`src/rtl/vmem_pkg.sv`:
```
// Shared types and helpers for the vector memory serializer: FSM states,
// beat count and lane/address arithmetic for a 256-bit vector over 32-bit words.
package vmem_pkg;

  localparam int VLEN_P   = 256;
  localparam int WORD_W_P = 32;
  localparam int ADDR_W_P = 32;
  localparam int BEATS    = VLEN_P / WORD_W_P;
  localparam int LANE_W   = $clog2(BEATS);

  typedef enum logic [2:0] {
    IDLE,
    WRITE,
    READ,
    DRAIN,
    DONE
  } state_t;

  function automatic logic [WORD_W_P-1:0] lane_select(
    input logic [VLEN_P-1:0] vec,
    input logic [LANE_W-1:0] lane
  );
    return vec[lane*WORD_W_P +: WORD_W_P];
  endfunction

  function automatic logic [VLEN_P-1:0] lane_write(
    input logic [VLEN_P-1:0]   vec,
    input logic [LANE_W-1:0]   lane,
    input logic [WORD_W_P-1:0] word
  );
    logic [VLEN_P-1:0] res;
    res = vec;
    res[lane*WORD_W_P +: WORD_W_P] = word;
    return res;
  endfunction

  // Byte address of a beat; the add is modulo 2^ADDR_W so bursts wrap past the top.
  function automatic logic [ADDR_W_P-1:0] beat_addr(
    input logic [ADDR_W_P-1:0] base,
    input logic [LANE_W-1:0]   beat
  );
    return base + ADDR_W_P'({beat, 2'b00});
  endfunction

endpackage

```
`src/rtl/vmem_lane_assembler.sv`:
```
// Wide assembly register written one word-lane at a time; clear zeroes all lanes.
module vmem_lane_assembler
  import vmem_pkg::*;
#(
  parameter int VLEN   = VLEN_P,
  parameter int WORD_W = WORD_W_P
) (
  input  logic              clk,
  input  logic              rst,
  input  logic              clear,
  input  logic              wr_en,
  input  logic [LANE_W-1:0] lane,
  input  logic [WORD_W-1:0] wdata,
  output logic [VLEN-1:0]   data
);

  localparam int N = VLEN / WORD_W;

  generate
    for (genvar gi = 0; gi < N; gi++) begin : g_lane
      logic [WORD_W-1:0] word_reg;

      always_ff @(posedge clk) begin
        if (!rst || clear) begin
          word_reg <= '0;
        end else if (wr_en && (lane == LANE_W'(gi))) begin
          word_reg <= wdata;
        end
      end

      assign data[gi*WORD_W +: WORD_W] = word_reg;
    end
  endgenerate

endmodule

```
`src/rtl/vector_mem_serializer.sv`:
```
// Splits one 256-bit vector load/store into eight 32-bit RAM beats, reassembles
// load data, and stalls the Memory stage until the access completes.
module vector_mem_serializer
  import vmem_pkg::*;
#(
  parameter int VLEN    = VLEN_P,
  parameter int WORD_W  = WORD_W_P,
  parameter int ADDR_W  = ADDR_W_P,
  parameter int RAM_LAT = 1
) (
  input  logic              clk,
  input  logic              rst,
  input  logic              req_valid,
  input  logic              req_we,
  input  logic [ADDR_W-1:0] req_addr,
  input  logic [VLEN-1:0]   req_wdata,
  output logic              req_ready,
  output logic              rsp_valid,
  output logic [VLEN-1:0]   rsp_rdata,
  output logic              stall,
  output logic              ram_en,
  output logic              ram_we,
  output logic [ADDR_W-1:0] ram_addr,
  output logic [WORD_W-1:0] ram_wdata,
  input  logic [WORD_W-1:0] ram_rdata
);

  state_t              state_reg, state_next;
  logic                we_reg;
  logic [ADDR_W-1:0]   base_reg;
  logic [VLEN-1:0]     wdata_reg;
  logic [LANE_W-1:0]   issue_cnt_reg;
  logic [LANE_W-1:0]   cap_cnt_reg;
  logic [LANE_W-1:0]   next_beat;
  logic [RAM_LAT-1:0]  rd_pipe_reg;
  logic [VLEN-1:0]     asm_data;
  logic [ADDR_W-1:0]   aligned_addr;
  logic                accept;
  logic                last_issue;
  logic                rd_issue;
  logic                capture;
  logic                last_capture;
  logic                addr_lsb_unused;

  assign addr_lsb_unused = ^req_addr[1:0];
  assign aligned_addr    = {req_addr[ADDR_W-1:2], 2'b00};
  assign accept          = (state_reg == IDLE) && req_valid;
  assign next_beat       = issue_cnt_reg + LANE_W'(1);
  assign last_issue      = (issue_cnt_reg == LANE_W'(BEATS - 1));
  assign rd_issue        = ram_en && !ram_we;
  assign capture         = rd_pipe_reg[RAM_LAT-1];
  assign last_capture    = capture && (cap_cnt_reg == LANE_W'(BEATS - 1));

  assign req_ready = (state_reg == IDLE);
  assign rsp_valid = (state_reg == DONE);
  assign stall     = ((state_reg != IDLE) && (state_reg != DONE)) ||
                     ((state_reg == IDLE) && req_valid);

  // Marks which cycles carry a returning read word, RAM_LAT cycles after issue.
  generate
    if (RAM_LAT == 1) begin : g_lat1
      always_ff @(posedge clk) begin
        if (!rst) rd_pipe_reg <= '0;
        else      rd_pipe_reg <= rd_issue;
      end
    end else begin : g_latn
      always_ff @(posedge clk) begin
        if (!rst) rd_pipe_reg <= '0;
        else      rd_pipe_reg <= {rd_pipe_reg[RAM_LAT-2:0], rd_issue};
      end
    end
  endgenerate

  always_comb begin
    state_next = state_reg;
    case (state_reg)
      IDLE:    if (req_valid) state_next = req_we ? WRITE : READ;
      WRITE:   if (last_issue) state_next = DONE;
      READ:    if (last_issue) state_next = DRAIN;
      DRAIN:   if (last_capture) state_next = DONE;
      DONE:    state_next = IDLE;
      default: state_next = IDLE;
    endcase
  end

  always_ff @(posedge clk) begin
    if (!rst) begin
      state_reg     <= IDLE;
      we_reg        <= 1'b0;
      base_reg      <= '0;
      wdata_reg     <= '0;
      issue_cnt_reg <= '0;
      cap_cnt_reg   <= '0;
      ram_en        <= 1'b0;
      ram_we        <= 1'b0;
      ram_addr      <= '0;
      ram_wdata     <= '0;
      rsp_rdata     <= '0;
    end else begin
      state_reg <= state_next;
      case (state_reg)
        IDLE: begin
          if (req_valid) begin
            we_reg        <= req_we;
            base_reg      <= aligned_addr;
            wdata_reg     <= req_wdata;
            issue_cnt_reg <= '0;
            cap_cnt_reg   <= '0;
            ram_en        <= 1'b1;
            ram_we        <= req_we;
            ram_addr      <= aligned_addr;
            ram_wdata     <= req_we ? lane_select(req_wdata, LANE_W'(0)) : '0;
          end
        end
        WRITE, READ: begin
          if (last_issue) begin
            ram_en <= 1'b0;
            ram_we <= 1'b0;
          end else begin
            issue_cnt_reg <= next_beat;
            ram_addr      <= beat_addr(base_reg, next_beat);
            ram_wdata     <= we_reg ? lane_select(wdata_reg, next_beat) : '0;
          end
        end
        default: ;
      endcase

      if (capture) cap_cnt_reg <= cap_cnt_reg + LANE_W'(1);
      // Merge the final word directly so the response is complete in the DONE cycle.
      if (last_capture) rsp_rdata <= lane_write(asm_data, cap_cnt_reg, ram_rdata);
    end
  end

  vmem_lane_assembler #(
    .VLEN   (VLEN),
    .WORD_W (WORD_W)
  ) u_assembler (
    .clk   (clk),
    .rst   (rst),
    .clear (accept),
    .wr_en (capture),
    .lane  (cap_cnt_reg),
    .wdata (ram_rdata),
    .data  (asm_data)
  );

endmodule

```
`config.mk`:
```
export PLATFORM = sky130hd
export DESIGN_NAME = vector_mem_serializer
export DESIGN_NICKNAME = d
export VERILOG_FILES = /design/src/rtl/vmem_pkg.sv /design/src/rtl/vmem_lane_assembler.sv /design/src/rtl/vector_mem_serializer.sv
export SDC_FILE = /design/constraint.sdc
export NUM_CORES = 2
export LEC_CHECK = 0
export BUFFER_PORTS_ARGS = -buffer_cell sky130_fd_sc_hd__buf_4
export CAP_MARGIN = 20
export CELL_PAD_IN_SITES_DETAIL_PLACEMENT = 0
export CELL_PAD_IN_SITES_GLOBAL_PLACEMENT = 1
export CORE_MARGIN = 1.5
export CORE_UTILIZATION = 37
export CTS_BUF_LIST = sky130_fd_sc_hd__clkbuf_8 sky130_fd_sc_hd__clkbuf_16
export CTS_CLUSTER_SIZE = 8
export DETAILED_ROUTE_END_ITERATION = 16
export PLACE_DENSITY = 0.74
export SLEW_MARGIN = 40
export SYNTH_ARGS = -nofsm -noshare
export SYNTH_HDL_FRONTEND = slang
export SYNTH_SLANG_ARGS = --single-unit
```
`constraint.sdc`:
```
create_clock -name clk -period 2.78 [get_ports clk]
set_input_delay 0.278 -clock clk [delete_from_list [all_inputs] [get_ports clk]]
set_output_delay 0.278 -clock clk [all_outputs]
set_load 0.05 [all_outputs]
```
==> Yosys cells after proc, flatten, opt, wreduce, memory -nomap -nowiden <==
Cells that the tools add are included.
{ "op_classes": {"add_sub_neg": 4, "eq_ne": 19, "shifts": 3, "mux": 25, "n_reduce_logical": 27} }
{ "op_table": {"columns": ["op", "n"], "rows": [
  ["$bwmux 256", 1],
  ["$shift 32x34->256 const A", 1],
  ["$shiftx 256x9->32", 1],
  ["$shiftx 32x34->256", 1],
  ["$mux 32", 6],
  ["$pmux 32 s2", 2],
  ["$neg 8->34", 1],
  ["$add 32x5->32", 1],
  ["$mux 3", 8],
  ["$eq 3x3->1 const B", 6],
  ["$eq 3x2->1 const B", 4],
  ["$ne 2x2->1 const B", 6],
  ["$pmux 3 s4", 1],
  ["$logic_and 1x1->1", 11],
  ["$add 3x1->3 const B", 2],
  ["$eq 3x1->1 const B", 2],
  ["$logic_not 3->1", 2],
  ["$pmux 3 s2", 1],
  ["$reduce_and 3->1", 2],
  ["$reduce_bool 2->1", 3],
  ["$pmux 1 s2", 2],
  ["$reduce_and 2->1", 2],
  ["$reduce_and 4->1", 1],
  ["$mux 1", 3],
  ["6 further kinds", 8]
]} }
{ "word_totals": {"reg_bits": 875, "input_bits": 324, "output_inout_bits": 325, "wordCells": 98} }

==> Logic depth before layout (Yosys ltp) <==
{ "logic_depth": {"word_depth": 5, "mapped_depth": 11, "mapped_depth_nobuf": 9} }

==> Cells and area by module <==
From an unflattened synthesis, not the netlist that was laid out.
{ "unflattened": {"cells_unflattened": 3982, "hier_area_um2": 37295.8} }
{ "by_module_without_submodules": {"columns": ["module", "n_inst", "cells_each", "area_each_um2", "seq_area_each_um2"], "rows": [
  ["vector_mem_serializer", 1, 3077, 26920.8, 12351.8],
  ["vmem_lane_assembler", 1, 905, 10375.0, 5124.9]
]} }

==> Worst setup path after synthesis <==
OpenSTA, ideal clock, no wires.
{ "synth_timing": {"path_type": "register -> register", "startpoint": "register issue_cnt_reg[0]", "endpoint": "register ram_addr[18]", "setup_time_ps": 95, "t_arrival_ps": 2722, "t_required_ps": 2685, "slack_ps": -37, "stages_incl_launch_ff": 11, "path_buffers": 2, "synth_period_minus_slack_ps": 2817, "cell_sequence": "dfxtp_1 -> ha_1 -> buf_2 -> buf_2 -> inv_1 -> fa_1 -> nor2b_1 -> o2111a_1 -> nand4_1 -> xor2_1 -> a221oi_1"} }
{ "synth_between": {"elab_chain_len": 4, "word_cells_on_any_way": 7, "classes_between": "add/sub (2); eq/ne (2); mux (2); reduce/logical (1)"} }
{ "synth_rtl": {"columns": ["item", "line", "source"], "rows": [
  ["from (decl)", "vector_mem_serializer.sv:32", "logic [LANE_W-1:0] issue_cnt_reg;"],
  ["from (signal assigned)", "vector_mem_serializer.sv:120", "issue_cnt_reg <= next_beat;"],
  ["$add 3x1->3", "vector_mem_serializer.sv:48", "assign next_beat = issue_cnt_reg + LANE_W'(1);"],
  ["$add 32x5->32", "vmem_pkg.sv:42", "return base + ADDR_W_P'({beat, 2'b00});"],
  ["$mux 32", "vector_mem_serializer.sv:116", "if (last_issue) begin"],
  ["$pmux 32 s2", "vector_mem_serializer.sv:101", "case (state_reg)"],
  ["to (signal assigned)", "vector_mem_serializer.sv:111", "ram_addr <= aligned_addr;"],
  ["to (signal assigned)", "vector_mem_serializer.sv:121", "ram_addr <= beat_addr(base_reg, next_beat);"],
  ["to (decl)", "vector_mem_serializer.sv:23", "output logic [ADDR_W-1:0] ram_addr,"]
]} }
Several ways; a longest one is shown, not always the timed one. The select of a mux whose other input is x is not followed.
A chain may end at the register's enable or synchronous reset.

==> Final worst setup path <==
{ "layout_timing": {"startpoint": "register cap_cnt_reg[1]", "endpoint": "register rsp_rdata[5]"} }
{ "layout_between": {"elab_chain_len": 3, "word_cells_on_any_way": 6, "classes_between": "add/sub (1); eq/ne (1); shift (2); mux (1); reduce/logical (1)"} }
{ "layout_rtl": {"columns": ["item", "line", "source"], "rows": [
  ["from (decl)", "vector_mem_serializer.sv:33", "logic [LANE_W-1:0] cap_cnt_reg;"],
  ["from (signal assigned)", "vector_mem_serializer.sv:128", "if (capture) cap_cnt_reg <= cap_cnt_reg + LANE_W'(1);"],
  ["$neg 8->34", "vmem_pkg.sv:33", "res[lane*WORD_W_P +: WORD_W_P] = word;"],
  ["$shiftx 32x34->256 or $shift 32x34->256 (tied branches)", "vmem_pkg.sv:33", null],
  ["$bwmux 256", "vmem_pkg.sv:33", null],
  ["to (signal assigned)", "vector_mem_serializer.sv:130", "if (last_capture) rsp_rdata <= lane_write(asm_data, cap_cnt_reg, ram_rdata);"],
  ["to (decl)", "vector_mem_serializer.sv:19", "output logic [VLEN-1:0] rsp_rdata,"]
]} }
Several ways; a longest one is shown, not always the timed one.

==> impl_results.md <==
- Run status: complete, no violations
- Tcrit/Tclk final: 95.3%
- Syn. warnings: 0
- Fraction of synthesized cell area in xor and xnor cells: 0.615%
- Mux share of post-synthesis cell area: 6.98%
- Routed WL per cell: 21.8 um
- Total CTS buffers: 119
- Most frequent cells in the layout: nand2_1 (1271), dfxtp_1 (870), buf_4 (713)
- Worst Path Arrival: 3.24 ns
- Commonest non-fill, non-tap cell in the layout: nand2_1
- Largest net degree at the start of global routing: 128
- Synth-to-Final Area Change: 35.0%
- Reg2reg end: rsp_rdata[5]
- Antenna violation net count after detailed routing: 0
- Largest family of logic cells by synthesized area: simple AND/OR/NAND/NOR gates
- Post-synthesis compound-gate area fraction: 17.7%
- CTS tree: yes
- Critical path capture point type: flip-flop
- Async SR Flop Fraction: 0%
- Dominant synthesized flop cell: dfxtp_1
- Clock latency on the worst-skew pair: 0.69 ns
- Core Region: 0.0952 sq mm
- Vias in the first global route: 32300
- GP Congestion: 0.854
- Netlist cell types: 57
- R2R setup slack: 0.13 ns
- CTS Sinks: 873
- Leakage power: 17.7 nW
- Clock Pin Slew Worst Setup and Hold Paths: 0.05 ns
- Drt drc: 0
- H-Tree Depth: 3
- TritonRoute pass-1 iters: 7
- Pwr dens: 645 mW/mm^2
- Adder-Cell Fraction of Synth Area: 0.548%
- RSZ-0062 raised after global routing: no
- Max-Cap Viols: 0
- Synth Cell Area: 0.0356 sq mm
- Setup TNS: 0 ns
- Hold endpoint: u_assembler.g_lane[0].word_reg[11]
- Final WL: 139 mm
- Vias per cell: 5.32
- Final Util: 50.5%
- CP required: 3.37 ns
- Initial antenna violation count: 18
- Iter 0 DRT Violations: 2852
- Final min period: 2.65 ns
- Hold Crit Class: input pin to flip-flop
- FF+latch count, synth: 873
- Initial Util: 37.4%
- Post-synthesis sequential area ratio: 49.1%
- Max-slew violation count: 0
- Reg2reg start: cap_cnt_reg[1]
- Die area: 0.0981 sq mm
- Root buf cell: clkbuf_16
- Number of nets in the layout: 5452
- Io pins: 649
- EDFF count, synth: 0
- Setup violations, final: 0
- FILL cells: 9064
- GRT Resource Usage Total: 27.2%
- DPL Wire Length: 91.2 mm
- Slew margin rel.: 44.4%
- Port Buffer Count: 644
- Avg Cell Area, Syn: 8.19 sq um
- Number of setup buffers added after CTS: 0
- Layout cell share with drive strength beyond 1: 19.0%
- Syn Inst Count: 4348
- Global route overflow: 0
- Fmax: 0.377 GHz
- # rows: 113
- Final Hold Vio Count: 0
- Setup Skew: 0.0354 ns
- Worst Min Path Start: ram_rdata[11]
- Startpoint class of the critical path: flip-flop
- Worst reg-to-reg path cell count: 6
- Die X: 313 um
- Total number of vias: 34000
- Setup Crit Path Kind: flip-flop to flip-flop
- Worst-margin pin slew: 0.833 ns
- Maximum VDD drop: 452 uV
- First-pass GRT wire length: 205 mm
- CP Max Fanout: 32
- Simple-Gate Fraction of Synth Area: 20.1%
- Hold path depth: 3
- Die Y: 313 um
- Max Root-Sink Buffers: 3
-- logic make-up (layout without fill, tap and decap cells) --
group	Yosys count	in the layout
AOI/OAI and AO/OA	1027	1027
and+or+nand+nor	1800	1800
DFF	873	873
buffers and inverters	439	1211
xor gates and xnor gates	25	25
adders and majority gates	15	15
muxes	168	168
other	1	12
-- repair_timing --
item | 4_1_cts | 5_1_grt
gates cloned | 0 | 0
hold endpoints to repair | 598 | 0
endpoints found under the setup margin | 1 | 8
hold buffers | 319 | 0
gates resized for setup | 3 | 3
pin swaps | 0 | 0
-- per-layer routing --
metal / wire, um / global-route usage [%]
met5: 109 / 0
met4: 6650 / 13.1
met3: 8760 / 5.23
met2: 66400 / 45.0
met1: 57300 / 34.1
-- where the power goes --
| part | total (mW) | internal, mW | switching [mW] |
|---|---|---|---|
| Combinational | 4.66 | 1.81 | 2.85 |
| Sequential | 13.4 | 13.0 | 0.340 |
| Clock | 12.9 | 7.68 | 5.26 |
| Total | 31.0 | 22.5 | 8.45 |
-- cell usage after synthesis (all sizes together) (10+ instances only) --
master,number,area share [%]
a211oi,69,1.5
nand4,12,0.21
xor2,14,0.34
xnor2,11,0.27
ha,14,0.49
nor3,16,0.22
and3,10,0.18
nor2,284,3.0
clkbuf,350,3.7
o21ai,83,1.2
nand2,1274,13
inv,12,0.13
mux2i,103,2.9
a2bb2oi,32,0.79
a21oi,604,8.5
mux4,64,4.0
nand3,170,2.4
buf,77,1.1
a311oi,148,3.6
a221oi,45,1.1
dfxtp,873,49
-- area by class of cell --
type / instances / area, sq um / area share, %
Antenna cell: 10 / 25.0 / 0.0521
Clock buffer: 125 / 3090 / 6.44
Clock inverter: 4 / 46.3 / 0.0964
Inverter: 12 / 52.6 / 0.109
Multi-Input combinational cell: 3037 / 16500 / 34.3
Sequential cell: 873 / 17500 / 36.4
Tap cell: 1265 / 1580 / 3.29
Timing Repair Buffer: 1070 / 9290 / 19.3
-- worst max-delay path, stage by stage, from the launching register on --
cell,delay [ns]
dfxtp_1,0.47
inv_1,0.12
ha_1,0.22
ha_1,0.37
or4b_4,0.87
mux2i_1,0.21
a211oi_1,0.26
-- stage by stage --
| step | hold WS (ns) | instances | instance area, sq um | setup slack [ns] | total power [mW] |
|---|---|---|---|---|---|
| finish | 0.0529 | 6396 | 48000 | 0.130 | 31.0 |
| global route | 0.0342 | 6394 | 48000 | 0.00158 | 32.0 |
| CTS | 0.00409 | 6386 | 48000 | 0.0167 | 31.2 |
| detailed placement | 0.444 | 5938 | 41700 | 0.158 | 17.9 |
| global placement | 0.439 | 5938 | 41700 | 0.218 | 17.8 |
| floorplan | 0.414 | 4349 | 35600 | 0.0450 | 16.1 |
-- how the worst max path moves through the flow --
stage,startpoint,end,slack [ns],cells after the start
floorplan,issue_cnt_reg[0],ram_addr[18],0.04,10
global placement,issue_cnt_reg[0],ram_addr[28],0.22,8
detailed placement,cap_cnt_reg[1],rsp_rdata[3],0.16,6
CTS,state_reg[1],stall,0.02,5
global route,cap_cnt_reg[1],rsp_rdata[24],0.002,6
finish,cap_cnt_reg[1],rsp_rdata[5],0.13,6
(Power assumes the default switching activity.)
